$ cat config.mk
export PLATFORM = sky130hd
export DESIGN_NAME = ps2_keyboard_rx
export DESIGN_NICKNAME = d
export VERILOG_FILES = /design/src/rtl/ps2_keyboard_rx.sv
export SDC_FILE = /design/constraint.sdc
export NUM_CORES = 1
export LEC_CHECK = 0
export ABC_AREA = 1
export CAP_MARGIN = 20
export CORE_MARGIN = 2
export CORE_UTILIZATION = 55
export CTS_CLUSTER_SIZE = 14
export DETAILED_ROUTE_END_ITERATION = 8
export GPL_TIMING_DRIVEN = 0
export PLACE_DENSITY = 0.72
export SLEW_MARGIN = 30
export SYNTH_ARGS = -nofsm -noshare
export SYNTH_HDL_FRONTEND = slang
export SYNTH_SLANG_ARGS = --single-unit
$ cat constraint.sdc
create_clock -name clk -period 6.27 [get_ports clk]
set_input_delay 0.9405 -clock clk [delete_from_list [all_inputs] [get_ports clk]]
set_output_delay 0.9405 -clock clk [all_outputs]
set_load 0.005 [all_outputs]
$ cat src/rtl/ps2_keyboard_rx.sv
// PS/2 keyboard receiver: synchronises and de-glitches the PS/2 lines, frames
// 11-bit packets, decodes set-2 E0/F0 prefixes into make/break events and
// queues them in a first-word-fall-through FIFO.
// Optional build macro PS2_KEYSTATE_EN adds the keystate/pressed_count ports
// and the held-key tracking behind them.
module ps2_keyboard_rx #(
  parameter int SYNC_STAGES    = 2,
  parameter int FILTER_LEN     = 8,
  parameter int TIMEOUT_CYCLES = 50000,
  parameter int FIFO_DEPTH     = 8
) (
  input  logic         clk,
  input  logic         rst,
  input  logic         ps2_clk,
  input  logic         ps2_data,
  output logic         ev_valid,
  input  logic         ev_ready,
  output logic [7:0]   ev_code,
  output logic         ev_ext,
  output logic         ev_break,
  output logic         frame_err,
  output logic         overflow
`ifdef PS2_KEYSTATE_EN
  ,
  output logic [511:0] keystate,
  output logic [9:0]   pressed_count
`endif
);

  localparam int FCW = $clog2(FILTER_LEN + 1);
  localparam int TCW = $clog2(TIMEOUT_CYCLES + 1);
  localparam int AW  = $clog2(FIFO_DEPTH);
  localparam int CW  = AW + 1;
  localparam logic [FCW-1:0] FILT_LAST = FCW'(FILTER_LEN - 1);
  localparam logic [TCW-1:0] TMO_LAST  = TCW'(TIMEOUT_CYCLES - 1);
  localparam logic [CW-1:0]  FIFO_FULL = CW'(FIFO_DEPTH);

  typedef enum logic [1:0] {S_IDLE, S_DATA, S_PARITY, S_STOP} rx_state_t;

  logic [SYNC_STAGES-1:0] clk_sync, data_sync;
  logic                   clk_s, data_s;
  logic                   filt_clk, fall, fall_bit;
  logic [FCW-1:0]         filt_cnt;
  rx_state_t              state;
  logic [7:0]             shreg, rx_byte;
  logic [2:0]             bit_cnt;
  logic                   par_bit, byte_valid;
  logic [TCW-1:0]         tmo_cnt;
  logic                   ext_flag, brk_flag, is_drop, push, pop, accept;
  logic [9:0]             mem [FIFO_DEPTH];
  logic [AW-1:0]          wr_ptr, rd_ptr;
  logic [CW-1:0]          count;

  assign clk_s  = clk_sync[SYNC_STAGES-1];
  assign data_s = data_sync[SYNC_STAGES-1];

  // Metastability synchronisers on both raw lines, idling high.
  always_ff @(posedge clk) begin
    if (rst) begin
      clk_sync  <= '1;
      data_sync <= '1;
    end else begin
      clk_sync  <= {clk_sync[SYNC_STAGES-2:0], ps2_clk};
      data_sync <= {data_sync[SYNC_STAGES-2:0], ps2_data};
    end
  end

  // Glitch filter on the clock; a filtered falling edge captures one data bit.
  always_ff @(posedge clk) begin
    if (rst) begin
      filt_clk <= 1'b1;
      filt_cnt <= '0;
      fall     <= 1'b0;
      fall_bit <= 1'b1;
    end else begin
      fall <= 1'b0;
      if (clk_s == filt_clk) begin
        filt_cnt <= '0;
      end else if (filt_cnt == FILT_LAST) begin
        filt_clk <= clk_s;
        filt_cnt <= '0;
        fall     <= ~clk_s;
        fall_bit <= data_s;
      end else begin
        filt_cnt <= filt_cnt + 1'b1;
      end
    end
  end

  // Frame receiver with inactivity timeout; emits a byte strobe or frame_err.
  always_ff @(posedge clk) begin
    if (rst) begin
      state      <= S_IDLE;
      shreg      <= '0;
      bit_cnt    <= '0;
      par_bit    <= 1'b0;
      tmo_cnt    <= '0;
      byte_valid <= 1'b0;
      rx_byte    <= '0;
      frame_err  <= 1'b0;
    end else begin
      byte_valid <= 1'b0;
      frame_err  <= 1'b0;
      if (state != S_IDLE && !fall && tmo_cnt == TMO_LAST) begin
        state     <= S_IDLE;
        tmo_cnt   <= '0;
        frame_err <= 1'b1;
      end else begin
        if (fall)                  tmo_cnt <= '0;
        else if (state != S_IDLE)  tmo_cnt <= tmo_cnt + 1'b1;
        case (state)
          S_IDLE: if (fall && !fall_bit) begin
            state   <= S_DATA;
            bit_cnt <= '0;
          end
          S_DATA: if (fall) begin
            shreg   <= {fall_bit, shreg[7:1]};
            bit_cnt <= bit_cnt + 1'b1;
            if (bit_cnt == 3'd7) state <= S_PARITY;
          end
          S_PARITY: if (fall) begin
            par_bit <= fall_bit;
            state   <= S_STOP;
          end
          S_STOP: if (fall) begin
            state <= S_IDLE;
            if (fall_bit && (^{shreg, par_bit})) begin
              byte_valid <= 1'b1;
              rx_byte    <= shreg;
            end else begin
              frame_err <= 1'b1;
            end
          end
          default: state <= S_IDLE;
        endcase
      end
    end
  end

  // Classify the received byte: prefixes, dropped control codes, key events.
  always_comb begin
    is_drop = 1'b0;
    case (rx_byte)
      8'hAA, 8'hFA, 8'hEE, 8'hFE, 8'h00, 8'hFF: is_drop = 1'b1;
      default:                                  is_drop = 1'b0;
    endcase
    push   = byte_valid && !is_drop && rx_byte != 8'hE0 && rx_byte != 8'hF0;
    pop    = ev_valid && ev_ready;
    accept = push && (count != FIFO_FULL || pop);
  end

  // Prefix flags persist across bytes until a key byte, control byte or error.
  always_ff @(posedge clk) begin
    if (rst || frame_err) begin
      ext_flag <= 1'b0;
      brk_flag <= 1'b0;
    end else if (byte_valid) begin
      if (rx_byte == 8'hE0) begin
        ext_flag <= 1'b1;
      end else if (rx_byte == 8'hF0) begin
        brk_flag <= 1'b1;
      end else begin
        ext_flag <= 1'b0;
        brk_flag <= 1'b0;
      end
    end
  end

  // Event FIFO; a full FIFO still accepts a push when the head pops that cycle.
  always_ff @(posedge clk) begin
    if (rst) begin
      wr_ptr   <= '0;
      rd_ptr   <= '0;
      count    <= '0;
      overflow <= 1'b0;
      for (int unsigned i = 0; i < FIFO_DEPTH; i++) mem[i] <= '0;
    end else begin
      if (accept) begin
        mem[wr_ptr] <= {ext_flag, brk_flag, rx_byte};
        wr_ptr      <= wr_ptr + 1'b1;
      end
      if (pop) rd_ptr <= rd_ptr + 1'b1;
      case ({accept, pop})
        2'b10:   count <= count + 1'b1;
        2'b01:   count <= count - 1'b1;
        default: count <= count;
      endcase
      if (push && !accept) overflow <= 1'b1;
    end
  end

  assign ev_valid = (count != '0);
  assign ev_code  = mem[rd_ptr][7:0];
  assign ev_break = mem[rd_ptr][8];
  assign ev_ext   = mem[rd_ptr][9];

`ifdef PS2_KEYSTATE_EN
  logic [8:0] key_idx;
  assign key_idx = {ext_flag, rx_byte};

  // Held-key bitmap and population count, updated even when the event drops.
  always_ff @(posedge clk) begin
    if (rst) begin
      keystate      <= '0;
      pressed_count <= '0;
    end else if (push) begin
      if (!brk_flag && !keystate[key_idx]) begin
        keystate[key_idx] <= 1'b1;
        pressed_count     <= pressed_count + 1'b1;
      end else if (brk_flag && keystate[key_idx]) begin
        keystate[key_idx] <= 1'b0;
        pressed_count     <= pressed_count - 1'b1;
      end
    end
  end
`endif

endmodule

# ---- Yosys cells after proc, flatten, opt, wreduce, memory -nomap -nowiden
# Memory sizes are Yosys's and may differ from the RTL's. A register that Yosys moved wholly into a read port is not among the register bits.
# Cells that the tools add are included.
# W data, S select, Z words.
dict set report word_totals {
  reg_bits 64
  latchBits 0
  mem_bits_rw 80
  rom_bits 0
  in_bits 5
  output_inout_bits 13
  word_cells 127
  n_memories 1
}
# memory words word_bits read_ports rd_clocked_by_memory_dff write_ports line
set mem_list {}
lappend mem_list {mem 8 10 1 1 8 50} ;# logic [9:0] mem [FIFO_DEPTH];
dict set report classes {
  addsub 7
  multipliers 0
  div 0
  magnitude_cmp 0
  eq_ne 25
  shift 0
  muxes 29
  bitwise 7
  n_reduce_logical 38
}
# op n
set ops {}
lappend ops {{$eq A8 B8 Y1 const B} 7}
lappend ops {{$add A16 B1 Y16 const B} 1}
lappend ops {{$eq A16 B16 Y1 const B} 1}
lappend ops {{$ne A8 B8 Y1 const B} 2}
lappend ops {{$mux W1} 15}
lappend ops {{$mux W3} 5}
lappend ops {{$ne A2 B2 Y1 const B} 6}
lappend ops {{$logic_and A1 B1 Y1} 10}
lappend ops {{$mux W10} 1}
lappend ops {{$mux W2} 5}
lappend ops {{$reduce_or A10 Y1} 1}
lappend ops {{$add A3 B1 Y3 const B} 3}
lappend ops {{$reduce_or A3 Y1} 3}
lappend ops {{$reduce_xor A9 Y1} 1}
lappend ops {{$add A4 B1 Y4 const B} 2}
lappend ops {{$logic_not A8 Y1} 1}
lappend ops {{$pmux W2 S4} 1}
lappend ops {{$pmux W4 S2} 1}
lappend ops {{$reduce_and A4 Y1} 2}
lappend ops {{$not A1 Y1} 7}
lappend ops {{$eq A2 B2 Y1 const B} 3}
lappend ops {{$pmux W3 S2} 1}
lappend ops {{$reduce_and A2 Y1} 3}
lappend ops {{$reduce_and A3 Y1} 2}
lappend ops {{other kinds (15)} 22}

# ---- Longest topological paths before layout
# Gate-level depths: netlist of run 1.
dict set report depth {
  ltp_word 13
  ltp_mapped 19
}

# ---- Worst setup path before layout of run 1
# OpenSTA, ideal clock, no wires.
dict set report synth_path {
  kind {input port to flip-flop}
  start {input ev_ready}
  end {register count[3]}
  setup_ps 115
  arrival_time_ps 2200
  t_required_ps 6155
  path_slack_ps 3955
  path_stages 13
  path_buffers 0
  path_cell_list {nand2_1 inv_1 nand2_1 inv_1 ha_1 nand2_1 nand2_1 a31oi_1 inv_1 nand2_1 nand3_1 nand2_1 nor2_1}
}
dict set report synth_via {
  elab_chain_len 5
  word_cells_on_any_way 7
  classes_between {eq/ne: 2; mux: 1; reduce/logical: 4}
}
# element line
set synth_lines {}
lappend synth_lines {{start: declaration} 17} ;# input logic ev_ready,
lappend synth_lines {{$logic_and A1 B1 Y1 *} 148} ;# pop = ev_valid && ev_ready;
lappend synth_lines {{$logic_or A1 B1 Y1} 149} ;# accept = push && (count != FIFO_FULL || pop);
lappend synth_lines {{$logic_and A1 B1 Y1} 149}
lappend synth_lines {{$eq A2 B1 Y1 / $eq A2 B2 Y1 (equally long branches)} 183} ;# case ({accept, pop})
lappend synth_lines {{$pmux W4 S2 / $reduce_bool A2 Y1 (equally long branches)} -}
lappend synth_lines {{end signal: assignment} 184} ;# 2'b10: count <= count + 1'b1;
lappend synth_lines {{end signal: assignment} 185} ;# 2'b01: count <= count - 1'b1;
lappend synth_lines {{end signal: assignment} 186} ;# default: count <= count;
lappend synth_lines {{end: declaration} 52} ;# logic [CW-1:0] count;
# Every way passes the cells marked *; elsewhere a longest branch is shown, timed or not.
# A chain may end at the register's enable or synchronous reset.

==> impl_results.md, run 1 <==
* Global-route wire length before repair at about 24 mm
* RSZ-0062 raised after global routing: no
* Post-DP HPWL at between 10 and 15 mm
* Synth area leaders: edfxtp_1 (35%), dfxtp_1 (20%), nor2_1 (10%)
* Cell Chain, Critical Path: inv_1 > clkbuf_1 > nor2_1 > o22ai_1 > nor2_1 > a31oi_1 > clkdlybuf4s50_1
* Most common cell after layout, fill and taps aside: nor2_1
* Setup Buffers After CTS at 0
* Yosys top cell by area: edfxtp_1
* Sequential share of the synthesized area at 54.9%
* Setup crit end: ev_break
* Status: complete, no violations
* FF-to-FF path depth at 18
* Vias in the first global route at 5140
* Slew HR at a little under two thirds
* Final min period at 3.54 ns
* Critical path depth in cells at 7
* Antenna fix cells at 0
* Post-CTS Resized at 0
* Worst-Skew Late Latency at 0.42 ns
* DRC at 0
* Setup crit start kind: register
* Post-Synthesis Cells at between 700 and 800
* Reg2reg start: rx_byte[4]
* Clk buf depth at 2
* Hold-fix buffers at CTS at 0
* MaxCap Viol Count at 0
* Slowest CP cell: clkdlybuf4s50_1
* Die area at 13300 um^2
* Area Growth Syn to Fin at 14.0%
* Post-synthesis register bit count at ~150
* Chip Height at 115 um
* Avg Synthesized Cell Area at slightly below 9 um^2
* Initial Util at between 50% and 60%
* Final wirelength at ~15 mm
* WP buf/inv at 3
* Via count at between 5000 and 6000
* Critical path peak fanout at 10
* Rows at 40
* Root Buffer: clkbuf_16
* CTS Buf Count at 17
* Filler cell count at 960
* Max Clock Skew at between 0.005 and 0.006 ns
* Crit path capture type: output port
* DR WL/cell at 14.8 um
* Yosys cell types at 39
* Critical Path RT at between 5 and 6 ns
* Antenna violations before repair at 0
* Routed Antenna Nets at 0
* Routability congestion estimate from global placement at around 0.86
* Largest net degree at the start of global routing at 17
* Total clock sinks at 147
* Detailed Route Iter0 Violations at slightly above 400
* Post-synth EDFFs at 80
* Tightest Hold Check Type: register to register
* Total GRT Usage at between 20% and 30%
* Share of the synthesized area in the top cell type at between 30% and 40%
* Cell area after synthesis at 6820 um^2
* Final Max Slew Viols at 0
* Pre-CTS setup slack at roughly 3.2 ns
* Pre-antenna DRT Iters at 5
* Crit path DAT at 2.60 ns
* PnR worst setup slack at between 2 and 3 ns
* Pleak at roughly 2.8 nW
* Synth async-reset ratio at 0%
* NumNets Final at approximately 840
* Core area at 12100 um^2
* Worst path max stage delay at about 0.54 ns
* # setup viols final at 0
* Final setup TNS at 0 ns
* Cell family with most CP delay: buffers and inverters
* Setup CP Type: register to output port
* Post-synth top flop: edfxtp_1
* CTS tree: yes
* Reg2Reg Setup Slack at 3.68 ns
* Fin. Hold Viols at 0
* IO buf count at 16
* R2r endpoint: count[3]
* CTS H-tree depth at 4
* Pwr Density at 347 nW/um^2
* Worst-path clk slew at approximately 0.050 ns
* Fmax at approximately 280 MHz
* Final period utilization at 56.4%
* Most frequent cells in the layout: nor2_1 (190), nand2_1 (99), edfxtp_1 (80)
* Drt via density at roughly 5.3
* Congestion Overflow GR at 0
* Net count after synthesis at approximately 800
* I/O pin total at 18
* Share of layout cells above drive strength 1 at 10.3%
* Synth warn at 0
* Worst vdd ir at about 0.00020 V
* Die width at 115 um
* Crit path top cell by count: nor2_1
* Worst slew pin tran at 0.546 ns
worst register-to-register path, stage by stage, from the launching register on:
cell,delay [ns]
dfxtp_1,0.43
inv_2,0.18
nand2_2,0.10
nor2_1,0.05
nand2_1,0.07
nand2_1,0.06
nor2_2,0.18
nand2_1,0.11
nand2_1,0.22
inv_1,0.11
ha_1,0.34
nand2_1,0.08
nand2_1,0.04
a31oi_1,0.18
inv_1,0.06
nand2_1,0.09
nand3_1,0.08
nand2_1,0.06
nor2_1,0.04
metal layers:
metal  share of wire, %  vias up  GRT usage, %
met4                2.4        0          10.1
met3                5.6       32          5.54
met2                 50      143          41.2
met1                 42     2482          29.0
met5                  0        -             0
li1                   -     2680             -
sequential cells by signal (all words and copies together) (netlist names), 2 cells and up, named ones only:
name,flops
bit_cnt,3
clk_sync,2
count,4
data_sync,2
filt_cnt,4
mem,80
rd_ptr,3
rx_byte,8
shreg,8
state,2
tmo_cnt,16
wr_ptr,3
report_power, final:
group | internal, mW | switching [mW]
Sequential | 1.07 | 0.0343
Combinational | 0.244 | 0.352
Clock | 0.629 | 0.371
metrics by stage:
step	total power, mW	hold WS (ns)	util, %	instances	cell area, um^2
after floorplan	1.47	0.389	-	786	6820
after global placement	1.69	0.399	59.6	970	7190
after global routing	2.81	0.435	64.5	1002	7780
after detailed placement	1.71	0.397	59.6	970	7190
final	2.70	0.409	64.5	1002	7780
after CTS	2.70	0.410	64.5	1002	7780
cell usage after synthesis (2+ instances only):
master / count
o21a_1: 2
inv_2: 7
nor3b_1: 2
xnor2_1: 7
a211oi_1: 2
buf_6: 4
nor2_2: 26
a31oi_1: 11
nor3_1: 7
buf_2: 4
a21oi_1: 37
nor4_1: 2
o22ai_1: 10
clkinv_1: 6
xor2_1: 9
inv_1: 54
or2_2: 4
ha_1: 12
edfxtp_1: 80
nand2_2: 8
nor2_1: 190
o211ai_1: 3
clkbuf_1: 22
nand2_1: 99
dfxtp_1: 67
nand3_1: 29
nand4_1: 11
o21ai_0: 60
how the worst min path moves through the flow:
| stage | from | endpoint | cells past startpoint | slack (ns) |
|---|---|---|---|---|
| after detailed placement | data_sync[0] | data_sync[1] | 1 | 0.40 |
| after CTS | data_sync[0] | data_sync[1] | 1 | 0.41 |
| after global routing | clk_sync[0] | clk_sync[1] | 1 | 0.43 |
| after global placement | data_sync[0] | data_sync[1] | 1 | 0.40 |
| final | data_sync[0] | data_sync[1] | 1 | 0.41 |
| after floorplan | clk_sync[0] | clk_sync[1] | 1 | 0.39 |
kinds of logic (layout without fill, tap and decap cells):
family                     count (synthesis)  count (layout)  share of synthesized area (%)
AOI/OAI and AO/OA                        127             127                           10.1
xor gates and xnor gates                  16              16                           2.05
adders and majority gates                 13              13                           2.49
buffers and inverters                     98             146                           5.96
DFF                                      147             147                           54.9
and+or+nand+nor                          385             385                           24.5
final cells by class:
type | instances | area [um^2] | share of cell area, %
tap | 168 | 210 | 2.70
sequential | 147 | 3740 | 48.1
buffer | 31 | 155 | 1.99
clock inverter | 12 | 139 | 1.79
clock buffer | 20 | 447 | 5.74
multi-input combinational | 541 | 2670 | 34.3
inverter | 67 | 251 | 3.23
timing repair buffer | 16 | 160 | 2.06
Power figures use the tool's default switching activity.
==> run 2: changes to the inputs <==
- clock period: 6.27 -> 3.41 ns (I/O delays scaled with it)
==> results of run 2 <==
The final DEF is identical to that of run 1. Status: complete, no violations.
Among the figures that moved: setup slack after placement 3.17 ns -> 0.739 ns; setup slack after layout 2.73 ns -> 0.302 ns; register-to-register setup slack 3.68 ns -> 0.82 ns; total power 2.70 mW -> 4.96 mW; worst IR drop on VDD 0.000196 V -> 0.000359 V
